## src/rtl/seven_seg_scan_decoder.sv

```systemverilog
// Recovers a 4-digit hex value by watching a multiplexed 7-segment display scan.
// Define SEVSEG_ERR_CNT_EN to add the saturating 8-bit err_cnt output.
module seven_seg_scan_decoder #(
   parameter int STABLE_CYCLES = 4
) (
   input  logic        clk,
   input  logic        rst_n,
   input  logic [3:0]  an,
   input  logic [6:0]  seg_in,
   output logic [15:0] value,
   output logic        value_valid,
   output logic        digit_err,
   output logic [1:0]  err_idx
`ifdef SEVSEG_ERR_CNT_EN
   ,
   output logic [7:0]  err_cnt
`endif
);

   localparam logic [1:0] ST_SETTLE = 2'd0;
   localparam logic [1:0] ST_HELD   = 2'd1;
   localparam logic [1:0] ST_IGNORE = 2'd2;

   localparam logic [7:0] CNT_MAX     = 8'(STABLE_CYCLES);
   localparam logic [7:0] CNT_CAPTURE = 8'(STABLE_CYCLES - 2);

   logic [3:0]  an_s1, an_s2;
   logic [6:0]  seg_s1, seg_s2;
   logic [10:0] samp, samp_prev;
   logic        changed;
   logic [7:0]  cnt;
   logic [1:0]  state;
   logic        one_low;
   logic [1:0]  idx;
   logic [3:0]  nib;
   logic        nib_ok;
   logic        capture;
   logic [3:0]  captured;
   logic [3:0]  cap_next;
   logic [15:0] slots;
   logic [15:0] frame;

   // The blanked display (all enables high, no segments) is the reset view of the pins.
   always_ff @(posedge clk or negedge rst_n) begin
      if (!rst_n) begin
         an_s1  <= 4'hF;
         an_s2  <= 4'hF;
         seg_s1 <= 7'h00;
         seg_s2 <= 7'h00;
      end else begin
         an_s1  <= an;
         an_s2  <= an_s1;
         seg_s1 <= seg_in;
         seg_s2 <= seg_s1;
      end
   end

   assign samp    = {an_s2, seg_s2};
   assign changed = (samp != samp_prev);

   always_comb begin
      one_low = 1'b0;
      idx     = 2'd0;
      case (an_s2)
         4'b1110: begin one_low = 1'b1; idx = 2'd0; end
         4'b1101: begin one_low = 1'b1; idx = 2'd1; end
         4'b1011: begin one_low = 1'b1; idx = 2'd2; end
         4'b0111: begin one_low = 1'b1; idx = 2'd3; end
         default: begin one_low = 1'b0; idx = 2'd0; end
      endcase
   end

   always_comb begin
      nib    = 4'h0;
      nib_ok = 1'b1;
      case (seg_s2)
         7'h3F: nib = 4'h0;
         7'h06: nib = 4'h1;
         7'h5B: nib = 4'h2;
         7'h4F: nib = 4'h3;
         7'h66: nib = 4'h4;
         7'h6D: nib = 4'h5;
         7'h7D: nib = 4'h6;
         7'h07: nib = 4'h7;
         7'h7F: nib = 4'h8;
         7'h6F: nib = 4'h9;
         7'h77: nib = 4'hA;
         7'h7C: nib = 4'hB;
         7'h39: nib = 4'hC;
         7'h5E: nib = 4'hD;
         7'h79: nib = 4'hE;
         7'h71: nib = 4'hF;
         default: nib_ok = 1'b0;
      endcase
   end

   // cnt counts unchanged cycles after the first one, so the current cycle is the (cnt+2)-th.
   assign capture = !changed && (state == ST_SETTLE) && (cnt == CNT_CAPTURE);

   always_ff @(posedge clk or negedge rst_n) begin
      if (!rst_n) begin
         samp_prev <= {4'hF, 7'h00};
         cnt       <= 8'd0;
         state     <= ST_IGNORE;
      end else begin
         samp_prev <= samp;
         if (changed) begin
            cnt   <= 8'd0;
            state <= one_low ? ST_SETTLE : ST_IGNORE;
         end else begin
            if (cnt != CNT_MAX) begin
               cnt <= cnt + 8'd1;
            end
            if (capture) begin
               state <= ST_HELD;
            end
         end
      end
   end

   assign cap_next = captured | (4'b0001 << idx);

   always_comb begin
      frame                  = slots;
      frame[{idx, 2'b00} +: 4] = nib;
   end

   // Frame assembly: a bad pattern throws away the partial frame but keeps the last good value.
   always_ff @(posedge clk or negedge rst_n) begin
      if (!rst_n) begin
         value       <= 16'h0000;
         value_valid <= 1'b0;
         digit_err   <= 1'b0;
         err_idx     <= 2'd0;
         captured    <= 4'b0000;
         slots       <= 16'h0000;
      end else begin
         value_valid <= 1'b0;
         digit_err   <= 1'b0;
         if (capture) begin
            if (nib_ok) begin
               slots <= frame;
               if (cap_next == 4'hF) begin
                  value       <= frame;
                  value_valid <= 1'b1;
                  captured    <= 4'b0000;
               end else begin
                  captured <= cap_next;
               end
            end else begin
               digit_err <= 1'b1;
               err_idx   <= idx;
               captured  <= 4'b0000;
            end
         end
      end
   end

`ifdef SEVSEG_ERR_CNT_EN
   always_ff @(posedge clk or negedge rst_n) begin
      if (!rst_n) begin
         err_cnt <= 8'd0;
      end else if (capture && !nib_ok && (err_cnt != 8'hFF)) begin
         err_cnt <= err_cnt + 8'd1;
      end
   end
`endif

endmodule

```

## config.mk

```make
export PLATFORM = sky130hd
export DESIGN_NAME = seven_seg_scan_decoder
export DESIGN_NICKNAME = d
export VERILOG_FILES = /design/src/rtl/seven_seg_scan_decoder.sv
export SDC_FILE = /design/constraint.sdc
export NUM_CORES = 1
export LEC_CHECK = 0
export ABC_AREA = 1
export CELL_PAD_IN_SITES_DETAIL_PLACEMENT = 0
export CELL_PAD_IN_SITES_GLOBAL_PLACEMENT = 1
export CORE_ASPECT_RATIO = 1.75
export CORE_UTILIZATION = 43
export CTS_CLUSTER_DIAMETER = 100
export CTS_CLUSTER_SIZE = 25
export DETAILED_ROUTE_END_ITERATION = 12
export PLACE_DENSITY = 0.79
export SETUP_SLACK_MARGIN = 0.1
export SLEW_MARGIN = 20
export SYNTH_ARGS = -nofsm -noshare
export SYNTH_HDL_FRONTEND = slang
export SYNTH_SLANG_ARGS = --single-unit
```

## constraint.sdc

```tcl
create_clock -name clk -period 2.9 [get_ports clk]
set_clock_uncertainty 0.2 [all_clocks]
set_input_delay 0.29 -clock clk [delete_from_list [all_inputs] [get_ports clk]]
set_output_delay 0.29 -clock clk [all_outputs]
set_load 0.05 [all_outputs]
```

* Word-level counts from Yosys, hierarchy flattened
Index checks and enable logic that the tools add are counted.
** Storage, ports and cells
- Bits in registers :: 83
- Output and inout port bits :: 20
- Logic and storage cells :: 72
** Cells by class
- Add/sub/neg operators :: 2
- Equality and inequality tests :: 24
- Shifts and indexed selects :: 3
- Muxes and demuxes :: 17
- Bitwise operators :: 2
- Reductions and logical operators :: 11
** Operators with widths (number)
- $eq A7 B7 Y1 const B :: 12
- $pmux W4 S15 :: 1
- $bwmux W16 :: 1
- $eq A4 B4 Y1 const B :: 4
- $mux W8 :: 2
- $reduce_or A16 Y1 :: 1
- $shift A4 B6 Y16 const A :: 1
- $shiftx A4 B6 Y16 :: 1
- $eq A7 B3 Y1 const B :: 2
- $eq A7 B6 Y1 const B :: 2
- $ne A11 B11 Y1 :: 1
- $add A8 B1 Y8 const B :: 1
- $eq A8 B2 Y1 const B :: 1
- $mux W4 :: 2
- $ne A8 B3 Y1 const B :: 1
- $mux W1 :: 7
- $mux W2 :: 3
- $neg A4 Y6 :: 1
- $pmux W2 S3 :: 1
- $eq A4 B3 Y1 const B :: 1
- $or A4 B4 Y4 :: 1
- $reduce_and A2 Y1 :: 2
- $reduce_bool A2 Y1 :: 2
- $reduce_or A4 Y1 :: 1
- 6 further kinds :: 7

* Depth between registers and ports, before layout
Gate-level depths: netlist (run 1).
- Word-level depth :: 8
- Depth in mapped cells :: 13

* Least setup slack after synthesis (run 1)
Ideal clock, no wire load.
- Path kind :: flip-flop to flip-flop
- Start point :: reg an_s2[3]
- End point :: reg value[12]
- Library setup time :: 66 ps
- Arrival :: 2222 ps
- Required time :: 2634 ps
- Setup slack :: 412 ps
- Stages on the path, launching flop included :: 13
- Buffers on the path :: 0
- Path through :: dfstp_2 nand2_1 inv_1 nand3b_1 nand2_1 inv_1 ha_1 o22a_1 nand2_1 inv_1 nand3_1 nand2_1 nand2_1
** Between the ends
- Word-level cells in the longest chain between the ends :: 6
- Elaborated cells on any way between the ends :: 16
- Those cells by class :: add/sub: 1; eq/ne: 5; shift: 3; mux: 2; bitwise: 1; reduce/logical: 4
** RTL lines
- start, declared :: RTL line 27 : logic [3:0] an_s1, an_s2;
- start signal, assigned :: RTL line 52 : an_s2 <= an_s1;
- $eq A4 B3 Y1 or $eq A4 B4 Y1 (tied branches) :: RTL line 64 : case (an_s2)
- $pmux W2 S3 (*) :: RTL line 64
- named net idx[0] :: RTL line 34 : logic [1:0] idx;
- parallel branches: the longest is 4 deep, another holds $neg A4 Y6
- end signal, assigned :: RTL line 144 : value <= frame;
- end, declared :: RTL line 10 : output logic [15:0] value,
Mark *: on every way through the listed nets, which the timed path passes.
A chain may end at the register's enable or synchronous reset.

* Worst setup path in the final report (run 1)
- Start point :: reg an_s2[0]
- End point :: reg slots[14]
** Between the ends
- Word-level cells in the longest chain between the ends :: 5
- Elaborated cells on any way between the ends :: 13
- Those cells by class :: add/sub: 1; eq/ne: 4; shift: 2; mux: 2; reduce/logical: 4
** RTL lines
- $eq A4 B3 Y1 or $eq A4 B4 Y1 (tied branches) :: RTL line 64
- $pmux W2 S3 (*) :: RTL line 64
- named net idx[1] :: RTL line 34
- $neg A4 Y6 (*) :: RTL line 125 : frame[{idx, 2'b00} +: 4] = nib;
- $shiftx A4 B6 Y16 or $shift A4 B6 Y16 (tied branches) :: RTL line 125
- $bwmux W16 (*) :: RTL line 125
- end signal, assigned :: RTL line 142 : slots <= frame;
- end, declared :: RTL line 40 : logic [15:0] slots;
Mark *: on every way through the listed nets, which the timed path passes. The rest lies on a longest branch.

==> results of run 1 <==
==> layout make-up <==
type	count	area, um^2
Clock buffer	13	270
Timing Repair Buffer	36	354
Inverter	44	168
Fill cell	873	4070
Sequential cell	83	2090
Clock inverter	3	45.0
Tap cell	117	146
Multi-Input combinational cell	343	1640
==> cells in the final DEF (no fill, tap or decap), drive strengths merged <==
master / synthesis / routed
a21oi: 6 / 6
nand3b: 1 / 1
nor4: 1 / 1
xnor2: 5 / 5
nor3: 9 / 9
dlygate4sd3: 0 / 1
o21ai: 17 / 17
dfrtp: 70 / 70
inv: 44 / 44
ha: 8 / 8
dfstp: 13 / 13
nand2: 214 / 214
nand4: 11 / 11
nand3: 19 / 19
o21a: 1 / 1
clkinvlp: 0 / 2
xor2: 4 / 4
nand2b: 1 / 1
o31ai: 1 / 1
clkdlybuf4s50: 0 / 31
o22a: 2 / 2
a31oi: 1 / 1
buf: 3 / 4
nor2: 42 / 42
clkbuf: 1 / 13
bufinv: 0 / 1
==> power breakdown <==
group	switching [mW]	total, mW	internal [mW]
Sequential	0.0218	1.21	1.19
Combinational	0.0906	0.138	0.0469
Clock	0.433	1.17	0.737
==> cell families after synthesis <==
logic type / after synthesis
adder cells (fa/ha/maj): 8
AO/OA/AOI/OAI: 28
buffers and inverters: 48
AND/OR/NAND/NOR: 298
XOR/XNOR: 9
flip-flops: 83
==> registers in the layout (all words and copies together) (netlist names) <==
name and flops:
an_s1 4, seg_s1 7, cnt 8, digit_err 1, state 2, captured 4, samp_prev 11, slots 16
value_valid 1, err_idx 2, an_s2 4, seg_s2 7, value 16
==> critical path: cells and delay by family, from the launching register on <==
kind | cells | cell delay [ns]
AND/OR/NAND/NOR | 6 | 0.74
buffers and inverters | 3 | 0.62
flip-flops | 1 | 0.57
adder cells (fa/ha/maj) | 1 | 0.24
==> metal layers <==
metal	routed length [um]	up-vias	track usage	share of wire
li1	-	1569	-	-
met3	214	16	0.0345	0.025
met1	3350	1459	0.227	0.39
met4	189	0	0.0888	0.022
met2	4810	44	0.367	0.56
met5	0	-	0	0
==> through the flow <==
step / hold WS [ns] / cells / power, mW
3_3_place_gp: 0.135 / 622 / 1.37
3_5_place_dp: 0.135 / 622 / 1.37
2_1_floorplan: -0.206 / 474 / 1.30
4_1_cts: 0.145 / 639 / 2.56
6_report: 0.147 / 639 / 2.52
5_1_grt: 0.148 / 639 / 2.62
==> worst max path at each step <==
| stage | from | endpoint | cells after the start |
|---|---|---|---|
| 2_1_floorplan | an_s2[3] | value[12] | 12 |
| 3_3_place_gp | an_s2[3] | value[1] | 12 |
| 3_5_place_dp | an_s2[0] | slots[14] | 10 |
| 4_1_cts | an_s2[0] | slots[14] | 10 |
| 5_1_grt | an_s2[0] | slots[14] | 10 |
| 6_report | an_s2[0] | slots[14] | 10 |
==> results.ini, run 1 <==
[power_and_ir_drop]
p_leak_nw=2.51
irDropWorstVdd_v=0.000326
powerDensity_mw_per_mm2=534

[layout]
finalInstanceArea_mm2=0.00472
drive_gt1_frac=0.0977
finish.utilization=0.537
final_nets=538
synthToLayoutAreaGrowth_pct=19.9
antennaDiodeCount=0

[setup_path]
crit_type=flop to flop
cp.required_ns=2.97
start_kind=flop
slowest_delay_ns=0.57
r2r_setup_slack_ns=0.46
crit_slowest_cell=dfstp_2
reg2reg_depth=10
cp-end-kind=flop
path_cells=nand2_1, nor3_1, buf_4, inv_1, ha_1, inv_1, nand4_1, nand2_1, nand2_1, nand2_1
reg2reg_from=an_s2[0]
timing.rr.end=slots[14]
cpMostUsedCell=nand2_1
cp_max_fo=16
cp.arrival_ns=2.51

[sta]
timing.fmax_ghz=0.411
setup_slack_ns=0.464
tightest_slew_ns=0.747
setup_viol=0
min_period_ns=2.44
relSlewSlack=0.502
hold_violations=0
period_share=0.840
rsz0062_at_grt=false
setup-tns-final_ns=0
final_max_slew_viol_count=0

[yosys]
synth_fa_ha_area_frac=0.0254
synthCells=474
synthSimpleGateAreaFrac=0.332
synthArstFlopShare=1.00
synth_common_cells=nand2_1 (210), dfrtp_1 (70), inv_1 (42), nor2_1 (34), o21ai_0 (17)
synth_edf_count=0
ys_ff_latch=83
synthMuxAreaShare=0
syn_avg_cell_area_um2=8.30
ys_types=33
synth_fp_nets=495
synth_area_leaders=dfrtp_1 (45%), nand2_1 (20%), dfstp_2 (8.7%)
ys.flop_type=dfrtp_1
synth_xor_xnor_area_share=0.0200
synth_area_mm2=0.00393
netlist.area_leader.share=0.445
synth_compound_area_frac=0.0391
yosysSeqAreaShare=0.532
ys_warn_count=0
synth_most_common_cell=nand2_1
synth_top_family_by_area=simple AND/OR/NAND/NOR gates
yosys.area.top_type=dfrtp_1

[floorplan]
die_area_mm2=0.00955
die-width_um=74.3
io-pin-count=33
initial_utilization=0.448
die_y_um=129
rows=45
core-area_mm2=0.00878

[global_routing]
grt_usage=0.203
grt_pass1_vias=3127
grt_max_degree=84
grt_overflow=0
grt_pass1_wl_um=14400
antenna_found_initial=0

[placement]
dp_hpwl_um=6350
routabilityCongestion=0.916
post-place-ws_ns=0.502
port_buffers=32
dpl-instance-area_mm2=0.00439

[cts]
h-tree-depth=3
cts_resized=0
cts_tree=yes
cts_hold_buffers=1
cts_made_buffers=9
ctsRootBufferMaster=clkbuf_16
ctsLongestPathBuffers=2
cts_setup_buffers=0
clock_latency_ns=0.34
cts_sinks=83
clk_pin_slew_ns=0.06

[run]
drv_cap=0

[run_status]
outcome=finished clean

[drt]
vias=3088
detail-route-antenna-nets=0
vias_per_cell=4.83
routedWlPerCell_um=13.4
wl_um=8560
post-route-drc-count=0
drt-initial-drc-count=147
drtPass1Iterations=4

[min_path]
hold_class=flop to flop
hold_end=seg_s2[6]
holdPathStages=0
min-delay-start=seg_s1[6]

Power figures use the tool's default switching activity.
==> run 2: changes to the inputs <==
==> constraint.sdc (replaced) <==
create_clock -name clk -period 2.5 [get_ports clk]
set_clock_uncertainty 0.2 [all_clocks]
set_input_delay 0.25 -clock clk [delete_from_list [all_inputs] [get_ports clk]]
set_output_delay 0.25 -clock clk [all_outputs]
set_load 0.05 [all_outputs]
==> results.ini, run 2 (synthesis results as in run 1) <==
[run_status]
outcome=finished clean

[cts]
cts_tree=yes
h-tree-depth=3
ctsLongestPathBuffers=2
clock_latency_ns=0.34
clk_pin_slew_ns=0.06
ctsRootBufferMaster=clkbuf_16
cts_sinks=83
cts_made_buffers=9

[layout]
fillerInstances=850
finalInstanceArea_mm2=0.00481
final_common_cell=nand2_1
final_cell_mix=nand2_1 (208), dfrtp_1 (69), inv_1 (40), nor2_1 (33), clkdlybuf4s50_1 (31)
drive_gt1_frac=0.123
final_nets=543
top_regs=slots x16, value x16, samp_prev x11
instances_no_fill=644
synthToLayoutAreaGrowth_pct=22.2
antennaDiodeCount=0

[power_and_ir_drop]
p_leak_nw=2.53
irDropWorstVdd_v=0.000367
powerDensity_mw_per_mm2=618

[placement]
dp_hpwl_um=6220
routabilityCongestion=0.906
port_buffers=32
dpl-instance-area_mm2=0.00442
dpl.cell_count=625

[sta]
setup-tns-final_ns=0
hold_violations=0
tightest_slew_ns=0.575
rsz0062_at_grt=false
min_period_ns=2.24
setup_viol=0
final_max_slew_viol_count=0
period_share=0.895
relSlewSlack=0.617
timing.fmax_ghz=0.447

[setup_path]
crit_slowest_cell=dfstp_2
cp.required_ns=2.58
slowest_delay_ns=0.58
cp.arrival_ns=2.32
reg2reg_depth=9
crit_type=flop to flop
cp-end-kind=flop
cpMostUsedCell=nand2_1
cp_max_fo=17
start_kind=flop
path_cells=xnor2_1, nand2_1, nor2_1, nand3_4, nor2_4, nand2_4, nor2_4, nand2_1, nand2_1

[floorplan]
io-pin-count=33
die_y_um=129
rows=45
core-area_mm2=0.00878
initial_utilization=0.448
die_area_mm2=0.00955
die-width_um=74.3

[drt]
drt-initial-drc-count=161
post-route-drc-count=0
vias_per_cell=4.78
wl_um=8780
drtPass1Iterations=4
detail-route-antenna-nets=0
routedWlPerCell_um=13.6
vias=3076

[min_path]
holdPathStages=1
hold_class=primary input to flop

[global_routing]
grt_max_degree=45
grt_pass1_wl_um=14300
grt_pass1_vias=3067
antenna_found_initial=0
grt_usage=0.200
grt_overflow=0

[run]
drv_cap=0

## run 2: cell count changes in the layout (fill, tap and decap cells not counted), sizes merged
cell,before,now
buf,4,8
nand3,19,20
## run 2: path summary, 6_finish.rpt
check | start | end | slack, ns
min reg2reg | seg_s1[2] | seg_s2[2] | 0.15
max in group asynchronous | rst_n | state[1] | 1.18
min | an[1] | an_s1[1] | 0.12
min in group asynchronous | rst_n | cnt[0] | 0.25
max | an_s2[0] | value[6] | 0.26
max reg2reg | an_s2[0] | value[6] | 0.26
## run 2: final cells by class
cell class              instances  area, um^2  share of cell area
clock buffers                  13         270              0.0562
clock inverters                 3        45.0             0.00937
inverters                      44         168              0.0349
multi-input cells             344        1690               0.351
flip-flops and latches         83        2090               0.436
well taps                     117         146              0.0305
repair buffers                 40         393              0.0817
## run 2: where the power goes
group          leakage, nW  switching [mW]  total [mW]  internal (mW)
sequential            1.07          0.0255        1.41           1.38
clock                0.148           0.532        1.39          0.856
combinational         1.32           0.111       0.173         0.0620
total                 2.53           0.669        2.97           2.30
## run 2: metrics by stage
step	util	total power, mW	hold WS, ns	setup WS, ns
floorplan	-	1.51	-0.246	0.121
global placement	0.504	1.60	0.0795	0.169
detailed placement	0.504	1.60	0.0897	0.180
CTS	0.541	2.99	0.108	0.150
global route	0.547	3.07	0.112	0.0885
finish	0.547	2.97	0.117	0.263
## run 2: worst max-delay path: cells and delay by family, from the launching register on
| kind | cells | cell delay [ns] |
|---|---|---|
| flops | 1 | 0.58 |
| simple gates | 8 | 1.21 |
| xor+xnor | 1 | 0.17 |
## run 2: metal layers
layer	global-route usage	share of wire
met5	0	0
met4	0.0899	0.025
met3	0.0376	0.024
met2	0.352	0.55
met1	0.231	0.40
## run 2: timing repair
item | in CTS | in global routing
buffers inserted | 0 | 1
gates resized for setup | 0 | 13
setup endpoints to repair | 0 | 30
hold buffers | 1 | 0
endpoints found under the hold margin | 31 | 0
==> run 3: changes to the inputs <==
--- a/config.mk
+++ b/config.mk
@@ -13,6 +13,7 @@
 export CTS_CLUSTER_DIAMETER = 100
 export CTS_CLUSTER_SIZE = 25
 export DETAILED_ROUTE_END_ITERATION = 12
+export GPL_ROUTABILITY_DRIVEN = 0
 export PLACE_DENSITY = 0.79
 export SETUP_SLACK_MARGIN = 0.1
 export SLEW_MARGIN = 20
==> results of run 3 <==
Same layout as run 2: the final DEF is identical, and so are final timing and power.
